**src/rtl/alu_pkg.sv**
```systemverilog
// Shared ALU definitions: aluop encodings, request op codes, issue FSM states
// and the request-op to aluop mapping.
package alu_pkg;

  localparam logic [2:0] ALUOP_SUB  = 3'b000;
  localparam logic [2:0] ALUOP_NEG  = 3'b001;
  localparam logic [2:0] ALUOP_INC  = 3'b010;
  localparam logic [2:0] ALUOP_NOP  = 3'b011;
  localparam logic [2:0] ALUOP_ADD  = 3'b100;
  localparam logic [2:0] ALUOP_PASS = 3'b111;

  typedef enum logic [2:0] {
    OP_ADD = 3'b000,
    OP_SUB = 3'b001,
    OP_INC = 3'b010,
    OP_NEG = 3'b011,
    OP_MOV = 3'b100,
    OP_BRZ = 3'b101,
    OP_BRN = 3'b110,
    OP_ILL = 3'b111
  } req_op_e;

  typedef enum logic [1:0] {
    S_IDLE,
    S_ISSUE,
    S_CAPT,
    S_RESP
  } state_e;

  function automatic logic is_alu_op(req_op_e op);
    return (op == OP_ADD) || (op == OP_SUB) || (op == OP_INC) ||
           (op == OP_NEG) || (op == OP_MOV);
  endfunction

  // Non-ALU ops map to NOP so the ALU flags are never disturbed.
  function automatic logic [2:0] op_to_aluop(req_op_e op);
    case (op)
      OP_ADD:  return ALUOP_ADD;
      OP_SUB:  return ALUOP_SUB;
      OP_INC:  return ALUOP_INC;
      OP_NEG:  return ALUOP_NEG;
      OP_MOV:  return ALUOP_PASS;
      default: return ALUOP_NOP;
    endcase
  endfunction

endpackage

```
**src/rtl/alu_issue_ctrl.sv**
```systemverilog
// Request sequencer for the one-cycle-latency ALU: issues an op, captures the
// result and flags, and resolves BRZ/BRN from the held flags of the last ALU op.
module alu_issue_ctrl
  import alu_pkg::*;
#(
  parameter int WIDTH = 32
) (
  input  logic             clk,
  input  logic             rst_n,
  input  logic             in_req_valid,
  output logic             out_req_ready,
  input  logic [2:0]       in_req_op,
  input  logic [WIDTH-1:0] in_req_a,
  input  logic [WIDTH-1:0] in_req_b,
  output logic [WIDTH-1:0] out_alu_a,
  output logic [WIDTH-1:0] out_alu_b,
  output logic [2:0]       out_alu_aluop,
  input  logic [WIDTH-1:0] in_alu_result,
  input  logic             in_alu_zero,
  input  logic             in_alu_neg,
  output logic             out_rsp_valid,
  input  logic             in_rsp_ready,
  output logic [WIDTH-1:0] out_rsp_result,
  output logic             out_rsp_zero,
  output logic             out_rsp_neg,
  output logic             out_rsp_taken,
  output logic             out_rsp_err
);

  state_e           r_state, w_state_nxt;
  req_op_e          r_op;
  req_op_e          w_req_op;
  logic             w_accept;
  logic             r_held_zero, r_held_neg;
  logic [WIDTH-1:0] r_alu_a, r_alu_b, r_rsp_result;
  logic             r_rsp_zero, r_rsp_neg, r_rsp_taken, r_rsp_err;

  assign w_req_op = req_op_e'(in_req_op);
  assign w_accept = in_req_valid && out_req_ready;

  always_ff @(posedge clk or negedge rst_n) begin
    if (!rst_n) r_state <= S_IDLE;
    else        r_state <= w_state_nxt;
  end

  always_comb begin
    w_state_nxt   = r_state;
    out_req_ready = 1'b0;
    out_rsp_valid = 1'b0;
    out_alu_aluop = ALUOP_NOP;
    case (r_state)
      S_IDLE: begin
        out_req_ready = 1'b1;
        if (in_req_valid) w_state_nxt = is_alu_op(w_req_op) ? S_ISSUE : S_RESP;
      end
      S_ISSUE: begin
        out_alu_aluop = op_to_aluop(r_op);
        w_state_nxt   = S_CAPT;
      end
      S_CAPT: w_state_nxt = S_RESP;
      S_RESP: begin
        out_rsp_valid = 1'b1;
        if (in_rsp_ready) w_state_nxt = S_IDLE;
      end
      default: w_state_nxt = S_IDLE;
    endcase
  end

  always_ff @(posedge clk or negedge rst_n) begin
    if (!rst_n) begin
      r_op         <= OP_ADD;
      r_alu_a      <= '0;
      r_alu_b      <= '0;
      r_held_zero  <= 1'b0;
      r_held_neg   <= 1'b0;
      r_rsp_result <= '0;
      r_rsp_zero   <= 1'b0;
      r_rsp_neg    <= 1'b0;
      r_rsp_taken  <= 1'b0;
      r_rsp_err    <= 1'b0;
    end else begin
      if (w_accept) begin
        r_op <= w_req_op;
        if (is_alu_op(w_req_op)) begin
          r_alu_a <= in_req_a;
          r_alu_b <= in_req_b;
        end else begin
          // Branch / illegal: response is ready straight from the held flags.
          r_rsp_result <= '0;
          r_rsp_zero   <= r_held_zero;
          r_rsp_neg    <= r_held_neg;
          r_rsp_taken  <= (w_req_op == OP_BRZ) ? r_held_zero :
                          (w_req_op == OP_BRN) ? r_held_neg  : 1'b0;
          r_rsp_err    <= (w_req_op == OP_ILL);
        end
      end
      if (r_state == S_CAPT) begin
        r_rsp_result <= in_alu_result;
        r_rsp_zero   <= in_alu_zero;
        r_rsp_neg    <= in_alu_neg;
        r_rsp_taken  <= 1'b0;
        r_rsp_err    <= 1'b0;
        r_held_zero  <= in_alu_zero;
        r_held_neg   <= in_alu_neg;
      end
      if (r_state == S_RESP && in_rsp_ready) begin
        r_rsp_result <= '0;
        r_rsp_zero   <= 1'b0;
        r_rsp_neg    <= 1'b0;
        r_rsp_taken  <= 1'b0;
        r_rsp_err    <= 1'b0;
      end
    end
  end

  assign out_alu_a      = r_alu_a;
  assign out_alu_b      = r_alu_b;
  assign out_rsp_result = r_rsp_result;
  assign out_rsp_zero   = r_rsp_zero;
  assign out_rsp_neg    = r_rsp_neg;
  assign out_rsp_taken  = r_rsp_taken;
  assign out_rsp_err    = r_rsp_err;

endmodule

```
**config.mk**
```make
export PLATFORM = sky130hd
export DESIGN_NAME = alu_issue_ctrl
export DESIGN_NICKNAME = d
export VERILOG_FILES = /design/src/rtl/alu_pkg.sv /design/src/rtl/alu_issue_ctrl.sv
export SDC_FILE = /design/constraint.sdc
export NUM_CORES = 1
export LEC_CHECK = 0
export ABC_AREA = 0
export BUFFER_PORTS_ARGS = -buffer_cell sky130_fd_sc_hd__buf_2
export CORE_AREA = 2 2 125 127
export DETAILED_ROUTE_END_ITERATION = 12
export DIE_AREA = 0 0 127 129
export PLACE_DENSITY = 0.67
export SYNTH_ARGS = -nofsm -noshare
export SYNTH_HDL_FRONTEND = slang
export SYNTH_SLANG_ARGS = --single-unit
```
**constraint.sdc**
```tcl
create_clock -name clk -period 2.9 [get_ports clk]
set_clock_uncertainty 0.15 [all_clocks]
set_input_delay 0.87 -clock clk [delete_from_list [all_inputs] [get_ports clk]]
set_output_delay 0.87 -clock clk [all_outputs]
set_load 0.02 [all_outputs]
```
==> results.ini, run 1 <==
[sta]
max_freq_ghz = 0.397
tightest_slew_ns = 1.11
finalSetupTns_ns = 0
min_period_over_period_pct = 86.9
setup_viol = 0
hold_viol_final = 0
layout_min_cycle_time_ns = 2.52
whs_ns = 0.326
slew_headroom_pct = 26.3
rsz0062_at_grt = false
drv_slew = 0

[floorplanning]
die-area_sq_um = 16400
start_util_pct = 29.3
pin_count = 210
die_w_microns = 127
core_area_sq_um = 15000
num_rows = 45
die_h_microns = 129

[logic_synthesis]
yosys_warnings = 0
ys_seq_elements = 107
synthTopCellsByCount = 107 x dfrtp_1, 60 x mux2_4, 32 x a22o_1, 9 x buf_6, 8 x inv_1
synthArstFlopShare_pct = 100
syn-num-nets = 376
ys_top_cells_by_area = dfrtp_1 61%, mux2_4 21%, a22o_1 6.4%
ys_seq_area_share_pct = 61.0
yosysTopAreaCellShare_pct = 61.0
syn_inst = 266
synth_most_common_cell = dfrtp_1
synth_cell_type_count = 29
avgSynthCellArea_sq_um = 16.5
syn_area_sq_um = 4390
synth_edf_count = 0
synth_top_area_cell = dfrtp_1
yosys_most_used_dff = dfrtp_1

[cts]
h-tree-depth = 3
cts.path.max_buffers = 2
cts.clk_slew.worst_paths_ns = 0.08
clock_sinks = 107
cts_root_buffer = clkbuf_16
cts_tree = yes
postCtsHoldBufs = 0
post_cts_buffers = 0
clkLatencyLatePin_ns = 0.35
postCtsResizedCells = 0
numCtsBuffers = 9

[global_routing]
grt_max_degree = 49
gr-total-overflow = 0
grt_pass1_vias = 3036
grt_pass1_wl_microns = 15600
antenna_found_initial = 0
grt_usage_pct = 12.3

[pwr]
vdd_drop_max_uv = 612
leakage_nw = 3.24
power-per-cell-area_nw_per_um2 = 1230

[setup_path]
rr_startpoint = r_state[0]$_DFFE_PN0P_
critical_path.max_stage_delay_ns = 0.41
cpMaxStageDelayCell = dfrtp_1
end_kind = primary output
cp-start-kind = register
cp-startpoint = r_state[1]$_DFFE_PN0P_
cp_max_fo = 4
cp_cell_sequence = inv_1 > ha_1 > nor2b_1 > o21ai_0 > buf_2
critPathKind = reg2out
crit_required_ns = 1.88
worstPathArrival_ns = 1.50

[drt]
wl_per_cell_microns = 15.0
drt_iter0_drc = 75
ant_nets = 0
drc = 0
first_pass_iters = 4
drt-total-wl_microns = 10100
vias_per_cell = 4.48
vias = 3003

[run_status]
status = complete, no violations

[placed_design]
portBuffers = 209
gp_congestion = 0.752
dp.cells = 655
dp_hpwl_microns = 7520

[hold_path]
worstHoldPathType = in2async

[finish]
stdcell_count = 671
n_antenna_cell = 0
nets = 588
drive_above_1_share_pct = 62.7
area_delta_synth_final_pct = 35.6

[flow_run]
max-cap-violations = 0

==> cells in the final DEF (no fill, tap or decap), drive strengths merged <==
| cell type | count |
|---|---|
| o22ai | 1 |
| and2 | 2 |
| buf | 215 |
| o21ai | 5 |
| bufinv | 2 |
| nand2 | 6 |
| nor2 | 2 |
| nor3b | 1 |
| ha | 5 |
| mux2 | 67 |
| nor2b | 1 |
| inv | 11 |
| a21o | 1 |
| o2111a | 1 |
| clkinvlp | 1 |
| a22o | 32 |
| a2111oi | 1 |
| mux2i | 2 |
| a22oi | 1 |
| nor3 | 1 |
| a211oi | 1 |
| and3 | 1 |
| nand3 | 2 |
| clkbuf | 10 |
| dfrtp | 107 |
| o21bai | 2 |
| o311a | 2 |
==> registers in the layout (all words and copies together) (netlist names) <==
name            count
out_rsp_zero        1
r_state             2
r_held_neg          1
out_alu_b          32
r_op                3
r_held_zero         1
out_rsp_result     32
out_rsp_neg         1
out_alu_a          32
out_rsp_err         1
out_rsp_taken       1
==> cell type report <==
cell class | instances | area [sq um]
clock buffers | 10 | 239
clock inverters | 6 | 93.8
fillers | 1429 | 9020
inverters | 8 | 30.0
multi-input cells | 137 | 1560
flip-flops and latches | 107 | 2680
well taps | 188 | 235
repair buffers | 215 | 1120
==> report_power, final <==
group          switching, mW  internal, mW
clock network          0.548         0.789
registers              0.402          2.21
logic                   1.82          1.57
==> per-layer routing <==
layer	up-vias	track usage (%)	wire (microns)	part of all wire, %
met4	0	4.98	190	1.9
met3	14	3.99	648	6.4
met1	1476	15.8	4500	45
met2	129	19.3	4750	47
li1	1384	-	-	-
met5	-	0	0	0
==> stage by stage <==
step	setup slack, ns	util (%)	power (mW)	cell area [sq um]
after detailed placement	0.429	37.6	6.05	5630
after CTS	0.350	39.8	7.45	5960
final	0.380	39.8	7.34	5960
after floorplan	0.729	-	5.01	4390
after global routing	0.201	39.8	7.78	5960
after global placement	0.484	37.6	5.98	5630
==> worst max-delay path, delay by kind of cell (launching register included) <==
| kind | cells | cell delay, ns |
|---|---|---|
| buffers and inverters | 2 | 0.29 |
| flip-flops | 1 | 0.41 |
| adder cells (fa/ha/maj) | 1 | 0.16 |
| AO/OA/AOI/OAI | 1 | 0.13 |
| AND/OR/NAND/NOR | 1 | 0.15 |
==> kinds of logic after synthesis <==
kind of cell             share of synthesized area [%]
multiplexers                                      22.8
buffers and inverters                             3.45
AO/OA/AOI/OAI                                     9.11
flip-flops                                        61.0
AND/OR/NAND/NOR                                   2.31
adder cells (fa/ha/maj)                           1.42
==> final timing paths <==
kind                            cells past startpoint  slack, ns                             end
worst max register to register                      4       0.47  out_rsp_result[25]$_DFFE_PN0P_
min in group clk                                    1       0.34             r_op[2]$_DFFE_PN0P_
worst min register to register                      1       0.34             r_op[2]$_DFFE_PN0P_
worst max-delay path                                5       0.38                out_alu_aluop[1]
worst min-delay path                                1       0.33        out_alu_a[7]$_DFFE_PN0P_
max in group asynchronous                           2       1.57             r_op[1]$_DFFE_PN0P_
Power figures use the tool's default switching activity.
==> run 2, diff against run 1 <==
--- a/config.mk
+++ b/config.mk
@@ -7,10 +7,12 @@
 export LEC_CHECK = 0
 export ABC_AREA = 0
 export BUFFER_PORTS_ARGS = -buffer_cell sky130_fd_sc_hd__buf_2
+export CELL_PAD_IN_SITES_DETAIL_PLACEMENT = 0
+export CELL_PAD_IN_SITES_GLOBAL_PLACEMENT = 1
 export CORE_AREA = 2 2 125 127
 export DETAILED_ROUTE_END_ITERATION = 12
 export DIE_AREA = 0 0 127 129
-export PLACE_DENSITY = 0.67
+export PLACE_DENSITY = 0.79
 export SYNTH_ARGS = -nofsm -noshare
 export SYNTH_HDL_FRONTEND = slang
 export SYNTH_SLANG_ARGS = --single-unit
==> run 2 against run 1 <==
  * Worst setup slack better by 0.0021 ns
  * Routed wire length is 0.60% lower
  * Sequential power hardly changed
  * Clock power hardly changed
  * Cell count is 0.15% lower
  * Core utilization is 0.059 points lower
  * Count of clock-buffer cells in the layout is 2 higher
  * Combinational power hardly changed
  * Critical path type unchanged
  * Largest cell class unchanged
==> results.ini, run 2 (synthesis gave the netlist of run 1 again) <==
[cts]
clock_sinks = 107  ; unchanged
h-tree-depth = 3  ; unchanged
cts_tree = yes
postCtsHoldBufs = 0  ; unchanged
cts.path.max_buffers = 2  ; unchanged
postCtsResizedCells = 0  ; unchanged
clkLatencyLatePin_ns = 0.34  ; about the same
post_cts_buffers = 0  ; unchanged
cts_root_buffer = clkbuf_16
numCtsBuffers = 9  ; unchanged
cts.clk_slew.worst_paths_ns = 0.07  ; about the same

[sta]
rsz0062_at_grt = false
layout_min_cycle_time_ns = 2.52  ; -0.00211 ns
max_freq_ghz = 0.397  ; about the same
slew_headroom_pct = 27.2  ; +0.84 points
tightest_slew_ns = 1.09  ; -0.0127 ns
finalSetupTns_ns = 0  ; unchanged
min_period_over_period_pct = 86.8  ; about the same
drv_slew = 0  ; unchanged
whs_ns = 0.316  ; -0.0101 ns
setup_viol = 0  ; unchanged
hold_viol_final = 0  ; unchanged

[pwr]
p_sw_mw = 2.74  ; -1.2%
vdd_drop_max_uv = 624  ; +2.0%
p_clk_share_pct = 17.8  ; -0.4 points
power-per-cell-area_nw_per_um2 = 1230  ; -0.19%
combinationalPowerShare_pct = 46.5  ; +0.3 points
switching_share_pct = 37.4  ; -0.31 points
leakage_nw = 3.24  ; about the same
power.internal_mw = 4.58  ; +0.16%
pwr-share-seq_pct = 35.7  ; about the same

[placed_design]
gp_congestion = 0.735  ; -2.3%
dpl_cell_area_sq_um = 5630  ; +0.13%
dp_hpwl_microns = 7430  ; -1.1%
portBuffers = 209  ; unchanged

[run_status]
status = complete, no violations

[setup_path]
cp-startpoint = r_state[1]$_DFFE_PN0P_
rr_startpoint = r_state[0]$_DFFE_PN0P_
crit_end = out_alu_aluop[2]
worst_r2r_path_depth = 4  ; unchanged
ff2ff_setup_slack_ns = 0.48  ; about the same
cp_max_fo = 4  ; unchanged
worstPathArrival_ns = 1.50  ; about the same
end_kind = primary output
crit_required_ns = 1.88  ; about the same
cp-start-kind = register
r2r-end = out_rsp_result[23]$_DFFE_PN0P_
critPathKind = reg2out

[drt]
drc = 0  ; unchanged
vias = 3022  ; +0.63%
ant_nets = 0  ; unchanged
vias_per_cell = 4.51  ; +0.78%
wl_per_cell_microns = 15.0  ; -0.46%
drt_iter0_drc = 100  ; +33%
drt-total-wl_microns = 10000  ; -0.60%
first_pass_iters = 4  ; unchanged

[finish]
nets = 589  ; +0.17%
n_antenna_cell = 0  ; unchanged
drive_above_1_share_pct = 62.4  ; -0.28 points
final_cell_area_sq_um = 5950  ; -0.15%
mostFrequentLayoutCell = buf_2
area_delta_synth_final_pct = 35.4
layout_common_cells = 208 x buf_2, 107 x dfrtp_1, 60 x mux2_4

[global_routing]
grt_max_degree = 56  ; +14%
gr-total-overflow = 0  ; unchanged
grt_usage_pct = 11.9  ; -0.36 points
antenna_found_initial = 0  ; unchanged
grt_pass1_wl_microns = 15300  ; -1.8%
grt_pass1_vias = 3003  ; -1.1%

[hold_path]
worstHoldPathType = in2async

[floorplanning]
num_rows = 45  ; unchanged
die-area_sq_um = 16400  ; unchanged
die_w_microns = 127  ; unchanged
pin_count = 210  ; unchanged
core_area_sq_um = 15000  ; unchanged
die_h_microns = 129  ; unchanged
start_util_pct = 29.3  ; unchanged

[flow_run]
max-cap-violations = 0  ; unchanged

[run 2: cell count changes in the layout (fill, tap and decap cells not counted), sizes merged]
cell,change
clkinvlp,-1
clkbuf,+2
buf,+1
inv,-3
[run 2: metal layers]
layer  wire, microns  vias up  global-route usage [%]
met2            4470      144                    17.6
met1            4550     1479                    16.2
li1                -     1382                       -
met5               0        -                       0
met4             248        0                    6.14
met3             749       17                    3.16
[run 2: critical path: stages, from the launching register on]
cell and delay [ns]:
dfrtp_1 0.42, inv_1 0.11, ha_1 0.16, nor3b_1 0.25
buf_2 0.22
[run 2: worst min path at each step]
stage | start | end | slack, ns | cells after the start
floorplan | r_op[2]$_DFFE_PN0P_ | r_op[2]$_DFFE_PN0P_ | 0.30 | 1
global placement | r_op[2]$_DFFE_PN0P_ | r_op[2]$_DFFE_PN0P_ | 0.32 | 1
detailed placement | r_op[2]$_DFFE_PN0P_ | r_op[2]$_DFFE_PN0P_ | 0.32 | 1
CTS | rst_n | out_alu_b[26]$_DFFE_PN0P_ | 0.31 | 1
global route | rst_n | out_alu_b[27]$_DFFE_PN0P_ | 0.33 | 1
finish | rst_n | out_alu_b[27]$_DFFE_PN0P_ | 0.32 | 1
[run 2: through the flow]
stage | cells | setup slack [ns] | power, mW | util, %
2_1_floorplan | 266 | 0.729 | 5.01 | -
3_3_place_gp | 656 | 0.475 | 5.97 | 37.6
3_5_place_dp | 656 | 0.429 | 6.05 | 37.6
4_1_cts | 670 | 0.363 | 7.39 | 39.7
5_1_grt | 670 | 0.267 | 7.73 | 39.7
6_report | 670 | 0.382 | 7.32 | 39.7
[run 2: power by group through the flow]
stage / clock network, mW / registers (mW) / logic (mW)
3_5_place_dp: 0 / 2.61 / 3.44
4_1_cts: 1.34 / 2.61 / 3.43
2_1_floorplan: 0 / 3.41 / 1.60
3_3_place_gp: 0 / 2.62 / 3.34
6_report: 1.31 / 2.61 / 3.40
5_1_grt: 1.40 / 2.70 / 3.63
[run 2: cell type report]
type	instances	area, sq um
Multi-Input combinational cell	137	1560
Tap cell	188	235
Sequential cell	107	2680
Clock inverter	2	60.1
Timing Repair Buffer	216	1130
Clock buffer	12	256
Fill cell	1429	9030
Inverter	8	30.0
